File: src/rtl/song_pkg.sv
// Shared types and sizes for the song player.
// Pattern bit i holds the note at beat i.
package song_pkg;
  localparam int SONG_LEN = 32;
  localparam int IDX_W = 5;

  typedef enum logic [1:0] {
    IDLE,
    COUNTDOWN,
    PLAY,
    DONE
  } player_state_t;

  typedef logic [SONG_LEN-1:0] lane_pattern_t;
endpackage

File: src/rtl/song_player_beat_timer.sv
// Beat tick counter: counts 0..BEAT_TICKS-1 while enabled.
// beat_tick is high during the terminal-count cycle.
module beat_timer #(
  parameter int BEAT_TICKS = 1_000_000
) (
  input  logic clk,
  input  logic nrst,
  input  logic clr,
  input  logic en,
  output logic beat_tick
);
  localparam int CW = (BEAT_TICKS > 1) ? $clog2(BEAT_TICKS) : 1;
  localparam logic [CW-1:0] TERM = CW'(BEAT_TICKS - 1);

  logic [CW-1:0] cnt;

  assign beat_tick = en && (cnt == TERM);

  always_ff @(posedge clk or negedge nrst) begin
    if (!nrst) begin
      cnt <= '0;
    end else if (clr) begin
      cnt <= '0;
    end else if (en) begin
      cnt <= beat_tick ? '0 : cnt + CW'(1);
    end
  end
endmodule

File: src/rtl/song_player.sv
// Song player: lead-in countdown, 32-beat playback, hit/miss scoring.
// Optional pause input enabled by SONG_PLAYER_PAUSE_EN.
module song_player
  import song_pkg::*;
#(
  parameter int BEAT_TICKS = 1_000_000,
  parameter int LEAD_BEATS = 3,
  parameter int SCORE_W    = 8
) (
  input  logic               clk,
  input  logic               nrst,
  input  logic               start,
  input  logic [31:0]        note1,
  input  logic [31:0]        note2,
  input  logic [1:0]         hit,
`ifdef SONG_PLAYER_PAUSE_EN
  input  logic               pause_btn,
`endif
  output logic [IDX_W-1:0]   beat_idx,
  output logic [1:0]         lane_now,
  output logic               beat_tick,
  output logic               playing,
  output logic               done,
  output logic [SCORE_W-1:0] score,
  output logic [5:0]         combo,
  output logic               hit_ok,
  output logic               miss
);
  localparam int LW = (LEAD_BEATS > 1) ? $clog2(LEAD_BEATS) : 1;
  localparam logic [LW-1:0] LEAD_LAST = LW'(LEAD_BEATS - 1);
  localparam logic [IDX_W-1:0] LAST_BEAT = IDX_W'(SONG_LEN - 1);

  player_state_t state, state_nx;
  lane_pattern_t sh1, sh1_nx, sh2, sh2_nx;
  logic [IDX_W-1:0]   beat_nx;
  logic [LW-1:0]      lead, lead_nx;
  logic [SCORE_W-1:0] score_nx;
  logic [5:0]         combo_nx;
  logic [1:0]         used, used_nx;
  logic               hit_ok_nx, miss_nx;
  logic               paused, go, tmr_en;
  logic [1:0]         expd, good, bad;
  logic [SCORE_W:0]   ssum;
  logic [6:0]         csum;

  assign go = start && (state == IDLE || state == DONE);
  assign tmr_en = (state == COUNTDOWN || state == PLAY) && !paused;

  beat_timer #(
    .BEAT_TICKS(BEAT_TICKS)
  ) u_timer (
    .clk      (clk),
    .nrst     (nrst),
    .clr      (go),
    .en       (tmr_en),
    .beat_tick(beat_tick)
  );

  assign expd = {sh2[beat_idx], sh1[beat_idx]};
  // a lane scores only once per beat; later presses count as wrong
  assign good = hit & expd & ~used;
  assign bad  = hit & ~(expd & ~used);
  assign ssum = {1'b0, score} + (SCORE_W+1)'(good[0])
              + (SCORE_W+1)'(good[1]);
  assign csum = {1'b0, combo} + 7'(good[0]) + 7'(good[1]);

  assign playing  = (state == PLAY);
  assign done     = (state == DONE);
  assign lane_now = playing ? expd : 2'b00;

  always_comb begin
    state_nx  = state;
    beat_nx   = beat_idx;
    lead_nx   = lead;
    sh1_nx    = sh1;
    sh2_nx    = sh2;
    score_nx  = score;
    combo_nx  = combo;
    used_nx   = used;
    hit_ok_nx = 1'b0;
    miss_nx   = 1'b0;
    unique case (state)
      IDLE, DONE: begin
        if (start) begin
          state_nx = COUNTDOWN;
          sh1_nx   = note1;
          sh2_nx   = note2;
          score_nx = '0;
          combo_nx = '0;
          used_nx  = '0;
          lead_nx  = '0;
        end
      end
      COUNTDOWN: begin
        if (beat_tick) begin
          if (lead == LEAD_LAST) begin
            state_nx = PLAY;
            beat_nx  = '0;
            lead_nx  = '0;
          end else begin
            lead_nx = lead + LW'(1);
          end
        end
      end
      PLAY: begin
        if (!paused) begin
          score_nx  = ssum[SCORE_W] ? '1 : ssum[SCORE_W-1:0];
          combo_nx  = (|bad) ? 6'd0 : (csum[6] ? 6'h3F : csum[5:0]);
          used_nx   = used | good;
          hit_ok_nx = |good;
          if (beat_tick) begin
            if (|(expd & ~used_nx)) begin
              combo_nx = '0;
              miss_nx  = 1'b1;
            end
            used_nx = '0;
            if (beat_idx == LAST_BEAT) begin
              state_nx = DONE;
            end else begin
              beat_nx = beat_idx + IDX_W'(1);
            end
          end
        end
      end
      default: ;
    endcase
  end

  always_ff @(posedge clk or negedge nrst) begin
    if (!nrst) begin
      state <= IDLE;
    end else begin
      state <= state_nx;
    end
  end

  always_ff @(posedge clk or negedge nrst) begin
    if (!nrst) begin
      beat_idx <= '0;
      lead     <= '0;
      sh1      <= '0;
      sh2      <= '0;
      score    <= '0;
      combo    <= '0;
      used     <= '0;
      hit_ok   <= 1'b0;
      miss     <= 1'b0;
    end else begin
      beat_idx <= beat_nx;
      lead     <= lead_nx;
      sh1      <= sh1_nx;
      sh2      <= sh2_nx;
      score    <= score_nx;
      combo    <= combo_nx;
      used     <= used_nx;
      hit_ok   <= hit_ok_nx;
      miss     <= miss_nx;
    end
  end

`ifdef SONG_PLAYER_PAUSE_EN
  always_ff @(posedge clk or negedge nrst) begin
    if (!nrst) begin
      paused <= 1'b0;
    end else if (state_nx != PLAY) begin
      paused <= 1'b0;
    end else if (state == PLAY && pause_btn) begin
      paused <= ~paused;
    end
  end
`else
  assign paused = 1'b0;
`endif
endmodule
File: config.mk
export PLATFORM = sky130hd
export DESIGN_NAME = song_player
export DESIGN_NICKNAME = d
export VERILOG_FILES = /design/src/rtl/song_pkg.sv /design/src/rtl/song_player_beat_timer.sv /design/src/rtl/song_player.sv
export SDC_FILE = /design/constraint.sdc
export NUM_CORES = 1
export LEC_CHECK = 0
export ABC_AREA = 1
export CAP_MARGIN = 20
export CORE_MARGIN = 5
export CORE_UTILIZATION = 30
export DETAILED_ROUTE_END_ITERATION = 12
export GPL_TIMING_DRIVEN = 0
export RECOVER_POWER = 100
export SYNTH_ARGS = -nofsm -noshare
export SYNTH_HDL_FRONTEND = slang
export SYNTH_SLANG_ARGS = --single-unit
File: constraint.sdc
create_clock -name clk -period 7.08 [get_ports clk]
set_clock_uncertainty 0.15 [all_clocks]
set_input_delay 1.062 -clock clk [delete_from_list [all_inputs] [get_ports clk]]
set_output_delay 1.062 -clock clk [all_outputs]
set_load 0.1 [all_outputs]
==> results.py, run 1 <==
metrics = {
    "status": {
        "outcome": "complete, but fails checks",
        "violations": "capacitance limit, slew limit",
    },
    "critical_path": {
        "regToRegSetupSlack_ns": 3.43,
        "cp_max_fo": 9,
        "end_kind": "primary output",
        "cp_slowest_cell": "dlygate4sd3_1",
        "worstPathRequired_ns": 5.87,
        "cp_data_arrival_time_ns": 3.48,
        "worstSetupStartpointType": "flip-flop",
        "critPathKind": "reg -> out",
        "slowest_delay_ns": 1.22,
        "path_common_cell": "nand2_1",
        "path_cells": "clkbuf_1 > inv_1 > nand2_1 > a21oi_1 > nor2_1 > nand2_1 > nand2_1 > nor2_1 > dlygate4sd3_1",
    },
    "global_route": {
        "grt_max_degree": 65,
        "grt_pass1_wl_um": 27410,
        "grt-ovfl-total": 0,
        "grt_pass1_vias": 5434,
        "antenna_found_initial": 0,
        "track_usage_pct": 15.08,
    },
    "clock_network": {
        "clock-root-buffer": "clkbuf_16",
        "cts-hold-fix-buffers": 0,
        "path_clk_slew_ns": 0.08,
        "cts-htree-levels": 3,
        "numCtsBuffers": 9,
        "clockBufferDepth": 2,
        "cts_tree": "yes",
        "clock_sinks": 111,
        "clock_latency_ns": 0.36,
        "cts_resized": 0,
        "postCtsSetupBuffers": 0,
    },
    "finish": {
        "design_area_mm2": 0.007575,
        "nNetsFinal": 982,
        "drive_above_1_share_pct": 5.402,
        "area_growth_syn_to_layout_pct": 26.20,
        "diodes": 0,
    },
    "min_path": {
        "hold_class": "reg -> reg",
    },
    "yosys": {
        "synth_cell_types": 39,
        "yosysSeqAreaShare_pct": 46.28,
        "syn-num-nets": 876,
        "ys.flop_type": "dfrtp_1",
        "yosys_warnings": 0,
        "ys_seq_elements": 111,
        "postSynth.asyncResetShare_pct": 100.0,
        "syn_inst": 796,
        "synth_area_per_cell_um2": 7.540,
        "syn_area_mm2": 0.006002,
        "synth_top_area_share_pct": 46.28,
        "synth_largest_area_cell": "dfrtp_1",
        "synth-edff-count": 0,
        "synth_area_leaders": "dfrtp_1, nand2_1, inv_1, nand3_1, o21ai_0",
    },
    "die": {
        "die_y_um": 151.4,
        "core_area_mm2": 0.01959,
        "core.rowCount": 51,
        "die_area_mm2": 0.02294,
        "pin_count": 95,
        "die_x_um": 151.4,
        "start_util_pct": 30.64,
    },
    "sta": {
        "fmax_mhz": 213.2,
        "grt_setup_unrepaired": "no",
        "post-route-min-period_ns": 4.691,
        "slew_violations": 48,
        "finalHoldViolCount": 0,
        "finalCritPeriodShare_pct": 66.26,
        "setup_violations": 0,
        "fin_tns_setup_ns": 0,
        "tightest_slew_ns": 2.783,
        "relSlewSlack_pct": -85.53,
    },
    "routing": {
        "drc_errors": 0,
        "drt-initial-drc-count": 319,
        "vias": 5390,
        "wl_um": 16420,
        "drtPass1Iterations": 5,
        "drtAntennaViolNets": 0,
        "viasPerCell": 4.599,
        "wire_per_inst_um": 14.01,
    },
    "power": {
        "total_leakage_power_nw": 3.616,
        "peakVddDrop_mv": 0.1248,
        "p_per_area_mw_per_mm2": 327.4,
    },
    "place": {
        "gp_congestion": 0.8519,
        "numPortBuffers": 94,
        "place_area_mm2": 0.007303,
        "place_hpwl_um": 12300,
    },
    "flow_run": {
        "cap_violations": 1,
    },
}
## power breakdown
part           switching, mW  internal [mW]  total [mW]
clock network          0.269          0.288       0.557
logic                  0.685          0.289       0.974
registers              0.102          0.846       0.948
total                   1.06           1.42        2.48
## through the flow
step           instances  util, %  hold WS (ns)  setup slack, ns  total power, mW
3_5_place_dp        1156    37.28        0.3146            2.947            1.962
4_1_cts             1172    38.91        0.3366            2.539            2.529
6_report            1172    38.67        0.3345            2.389            2.480
2_1_floorplan        796        -        0.2936            2.805            1.648
5_1_grt             1172    38.67        0.3516            2.248            2.695
3_3_place_gp        1155    37.13        0.3121           0.1550            1.943
## placed cells by master, fill, tap and decap left out, drive strengths merged, types with 3 or more instances in the layout
master         netlist  routed
ha                   9       9
o211ai               4       4
a31oi                3       3
o31ai                4       4
nand2              289     289
clkbuf              15      29
xor2                 7       7
nand4               14      14
a21oi               17      17
nor4                 4       4
dlygate4sd3          0      27
dfrtp              111     111
nor3                11      11
o22ai               10      10
nand3               59      59
nor2                63      63
inv                 86      91
o21ai               62      62
clkdlybuf4s50        0      66
buf                 18      15
## worst max-delay path: cells and delay by family, from the launching register on
family | cells | cell delay (ns)
buffers and inverters | 3 | 1.80
AND/OR/NAND/NOR | 5 | 0.70
flip-flops | 1 | 0.42
AO/OA/AOI/OAI | 1 | 0.18
## path summary, 6_finish.rpt
check,start,end,cells after the start
min reg2reg,sh1[13],sh1[13],2
min,sh1[13],sh1[13],2
max in group asynchronous,nrst,sh1[21],1
max,beat_idx[2],lane_now[1],9
max reg2reg,beat_idx[2],score[4],16
min in group asynchronous,nrst,sh2[6],1
## cells in the mapped netlist (4+ instances only)
cell and instances:
nand4_1 12, dfrtp_1 111, nand3_1 57, a21oi_1 16, o211ai_1 4, nor3_1 10
o31ai_1 4, inv_2 5, nand2_1 284, nor4_1 4, o21ai_0 52, nor2_1 57
clkbuf_1 15, o21ai_1 10, ha_1 9, inv_1 80, xor2_1 7, buf_6 6
o22ai_1 10, buf_2 9
## per-layer routing
metal / track usage [%] / vias to the layer above / part of all wire, %
li1: - / 2756 / -
met1: 20.74 / 2518 / 47
met2: 24.65 / 108 / 48
met3: 3.321 / 8 / 4.5
met4: 2.765 / 0 / 0.66
met5: 0 / - / 0
## registers in the layout (all words and copies together), names as in the netlist
| register | flops |
|---|---|
| state | 2 |
| combo | 6 |
| miss | 1 |
| score | 8 |
| beat_idx | 5 |
| used | 2 |
| hit_ok | 1 |
| u_timer.cnt | 20 |
| sh2 | 32 |
| lead | 2 |
| sh1 | 32 |
## cell type report
cell class	count	area (um^2)
fill	2034	12020
sequential	111	2778
multi-input combinational	565	2669
timing repair buffer	95	962.2
tap	265	331.6
inverter	87	329.1
clock buffer	9	225.2
buffer	33	186.4
clock inverter	7	93.84
## cell families (layout without fill, tap and decap cells)
family	after synthesis	after routing	synth area share, %
XOR/XNOR	9	9	1.313
buffers and inverters	120	231	8.672
flip-flops	111	111	46.28
AO/OA/AOI/OAI	105	105	9.986
adder cells (fa/ha/maj)	11	11	2.543
AND/OR/NAND/NOR	440	440	31.21
Note: power is estimated with default switching activity, not from simulation.
==> run 2: changes to the inputs <==
Clock period 7.08 ns to 4.9 ns, I/O delays scaled along.
==> run 2 against run 1 <==
Against the previous run:
- the run still ends with capacitance limit, slew limit left
- wire length hardly changed
- clock power is 45% higher
- flip-flop and latch count stayed put
- worst setup slack worse by 1.8 ns
- register-to-register slack worse by 2.2 ns
- sequential power is 45% higher
- utilization stayed put
- critical endpoint unchanged
==> results.py, run 2 (synthesized netlist as in run 1, its figures left out) <==
metrics = {
    "routing": {
        "vias": 5393,
        "wire_per_inst_um": 14.01,
        "met3WireLength_um": 724,
        "drtAntennaViolNets": 0,
        "drt-initial-drc-count": 319,
        "wl_met2_um": 7896,
        "top_layer_used": "met4",
        "wl_um": 16420,
        "viasPerCell": 4.602,
        "drtPass1Iterations": 7,
        "wl_met1_um": 7689,
        "drc_errors": 0,
    },
    "place": {
        "place_area_mm2": 0.007303,
        "gp_congestion": 0.8519,
        "place_hpwl_um": 12300,
        "numPortBuffers": 94,
    },
    "sta": {
        "setup_violations": 0,
        "post-route-min-period_ns": 4.360,
        "slew_violations": 48,
        "relSlewSlack_pct": -85.53,
        "fmax_mhz": 229.3,
        "finalHoldViolCount": 0,
        "hold_ws_ns": 0.3345,
        "grt_setup_unrepaired": "no",
        "tightest_slew_ns": 2.783,
        "finalCritPeriodShare_pct": 88.98,
    },
    "die": {
        "start_util_pct": 30.64,
        "core_area_mm2": 0.01959,
        "die_x_um": 151.4,
        "core.rowCount": 51,
        "die_area_mm2": 0.02294,
        "pin_count": 95,
        "die_y_um": 151.4,
    },
    "finish": {
        "diodes": 0,
        "mostFrequentLayoutCells": "nand2_1, dfrtp_1, inv_1",
        "area_growth_syn_to_layout_pct": 26.20,
        "final_common_cell": "nand2_1",
        "design_area_mm2": 0.007575,
        "nNetsFinal": 982,
        "drive_above_1_share_pct": 5.402,
        "largestRegisters": "sh1 (32), sh2 (32), u_timer.cnt (20)",
    },
    "critical_path": {
        "path_common_cell": "nand2_1",
        "worstPathRequired_ns": 4.01,
        "cp_max_fo": 9,
        "path_cells": "clkbuf_1 > inv_1 > nand2_1 > a21oi_1 > nor2_1 > nand2_1 > nand2_1 > nor2_1 > dlygate4sd3_1",
        "r2r-start": "beat_idx[2]",
        "cp_data_arrival_time_ns": 3.48,
        "worstSetupStartpointType": "flip-flop",
        "end_kind": "primary output",
        "cp_slowest_cell": "dlygate4sd3_1",
        "critPathKind": "reg -> out",
        "critPathLaunch": "beat_idx[2]",
        "slowest_delay_ns": 1.22,
    },
    "clock_network": {
        "numCtsBuffers": 9,
        "path_clk_slew_ns": 0.08,
        "clock_sinks": 111,
        "cts_tree": "yes",
        "clockBufferDepth": 2,
        "clock-root-buffer": "clkbuf_16",
        "postCtsSetupBuffers": 0,
        "clock_latency_ns": 0.36,
        "cts_resized": 0,
        "cts-hold-fix-buffers": 0,
        "cts-htree-levels": 3,
    },
    "power": {
        "p_total_mw": 3.583,
        "total_leakage_power_nw": 3.616,
        "peakVddDrop_mv": 0.1804,
        "p_per_area_mw_per_mm2": 473.1,
    },
    "global_route": {
        "grt_max_degree": 65,
        "grt_pass1_wl_um": 27410,
        "grt_pass1_vias": 5434,
        "antenna_found_initial": 0,
        "track_usage_pct": 15.08,
        "grt-ovfl-total": 0,
    },
    "min_path": {
        "holdCritStartpoint": "sh1[13]",
        "hold_class": "reg -> reg",
    },
    "flow_run": {
        "cap_violations": 1,
    },
    "status": {
        "violations": "capacitance limit, slew limit",
        "outcome": "complete, but fails checks",
    },
}
-- run 2: cell count changes in the layout (fill, tap and decap cells not counted), sizes merged --
cell,before,now
clkdlybuf4s50,66,67
dlygate4sd3,27,26
-- run 2: through the flow --
stage | setup TNS, ns | util (%) | worst slack [ns] | cells
detailed placement | 0 | 37.28 | 1.094 | 1156
CTS | 0 | 38.91 | 0.6865 | 1172
finish | 0 | 38.67 | 0.5398 | 1172
global route | 0 | 38.67 | 0.3953 | 1172
floorplan | 0 | - | 0.9521 | 796
global placement | -187.81 | 37.13 | -1.698 | 1155
-- run 2: critical path: cells and delay by family (launching register included) --
| kind | cells | cell delay, ns |
|---|---|---|
| AOI/OAI and AO/OA | 1 | 0.18 |
| buffers and inverters | 3 | 1.79 |
| and+or+nand+nor | 5 | 0.69 |
| DFF | 1 | 0.42 |
-- run 2: power breakdown --
| group | total [mW] | switching, mW | internal [mW] | leakage (nW) |
|---|---|---|---|---|
| clock network | 0.805 | 0.389 | 0.416 | 0.159 |
| registers | 1.37 | 0.148 | 1.22 | 1.43 |
| logic | 1.41 | 0.990 | 0.418 | 2.02 |
-- run 2: metal layers --
metal / global-route usage [%] / vias up
met5: 0 / -
met1: 20.74 / 2526
met4: 2.765 / 0
met2: 24.65 / 102
met3: 3.321 / 8
li1: - / 2757
-- run 2: layout make-up --
cell class	count	area [um^2]
clock buffers	9	225.2
inverters	87	329.1
plain buffers	33	186.4
repair buffers	95	962.2
well taps	265	331.6
clock inverters	7	93.84
flip-flops and latches	111	2778
multi-input cells	565	2669
fillers	2034	12020
-- run 2: final timing paths --
| kind | to | slack, ns | cells past startpoint |
|---|---|---|---|
| setup / recovery | lane_now[1] | 0.54 | 9 |
| hold / removal | sh1[13] | 0.33 | 2 |
| setup reg to reg | score[4] | 1.25 | 16 |
| hold reg to reg | sh1[13] | 0.33 | 2 |
| max in group asynchronous | sh1[21] | 1.93 | 1 |
| min in group asynchronous | sh2[6] | 1.11 | 1 |
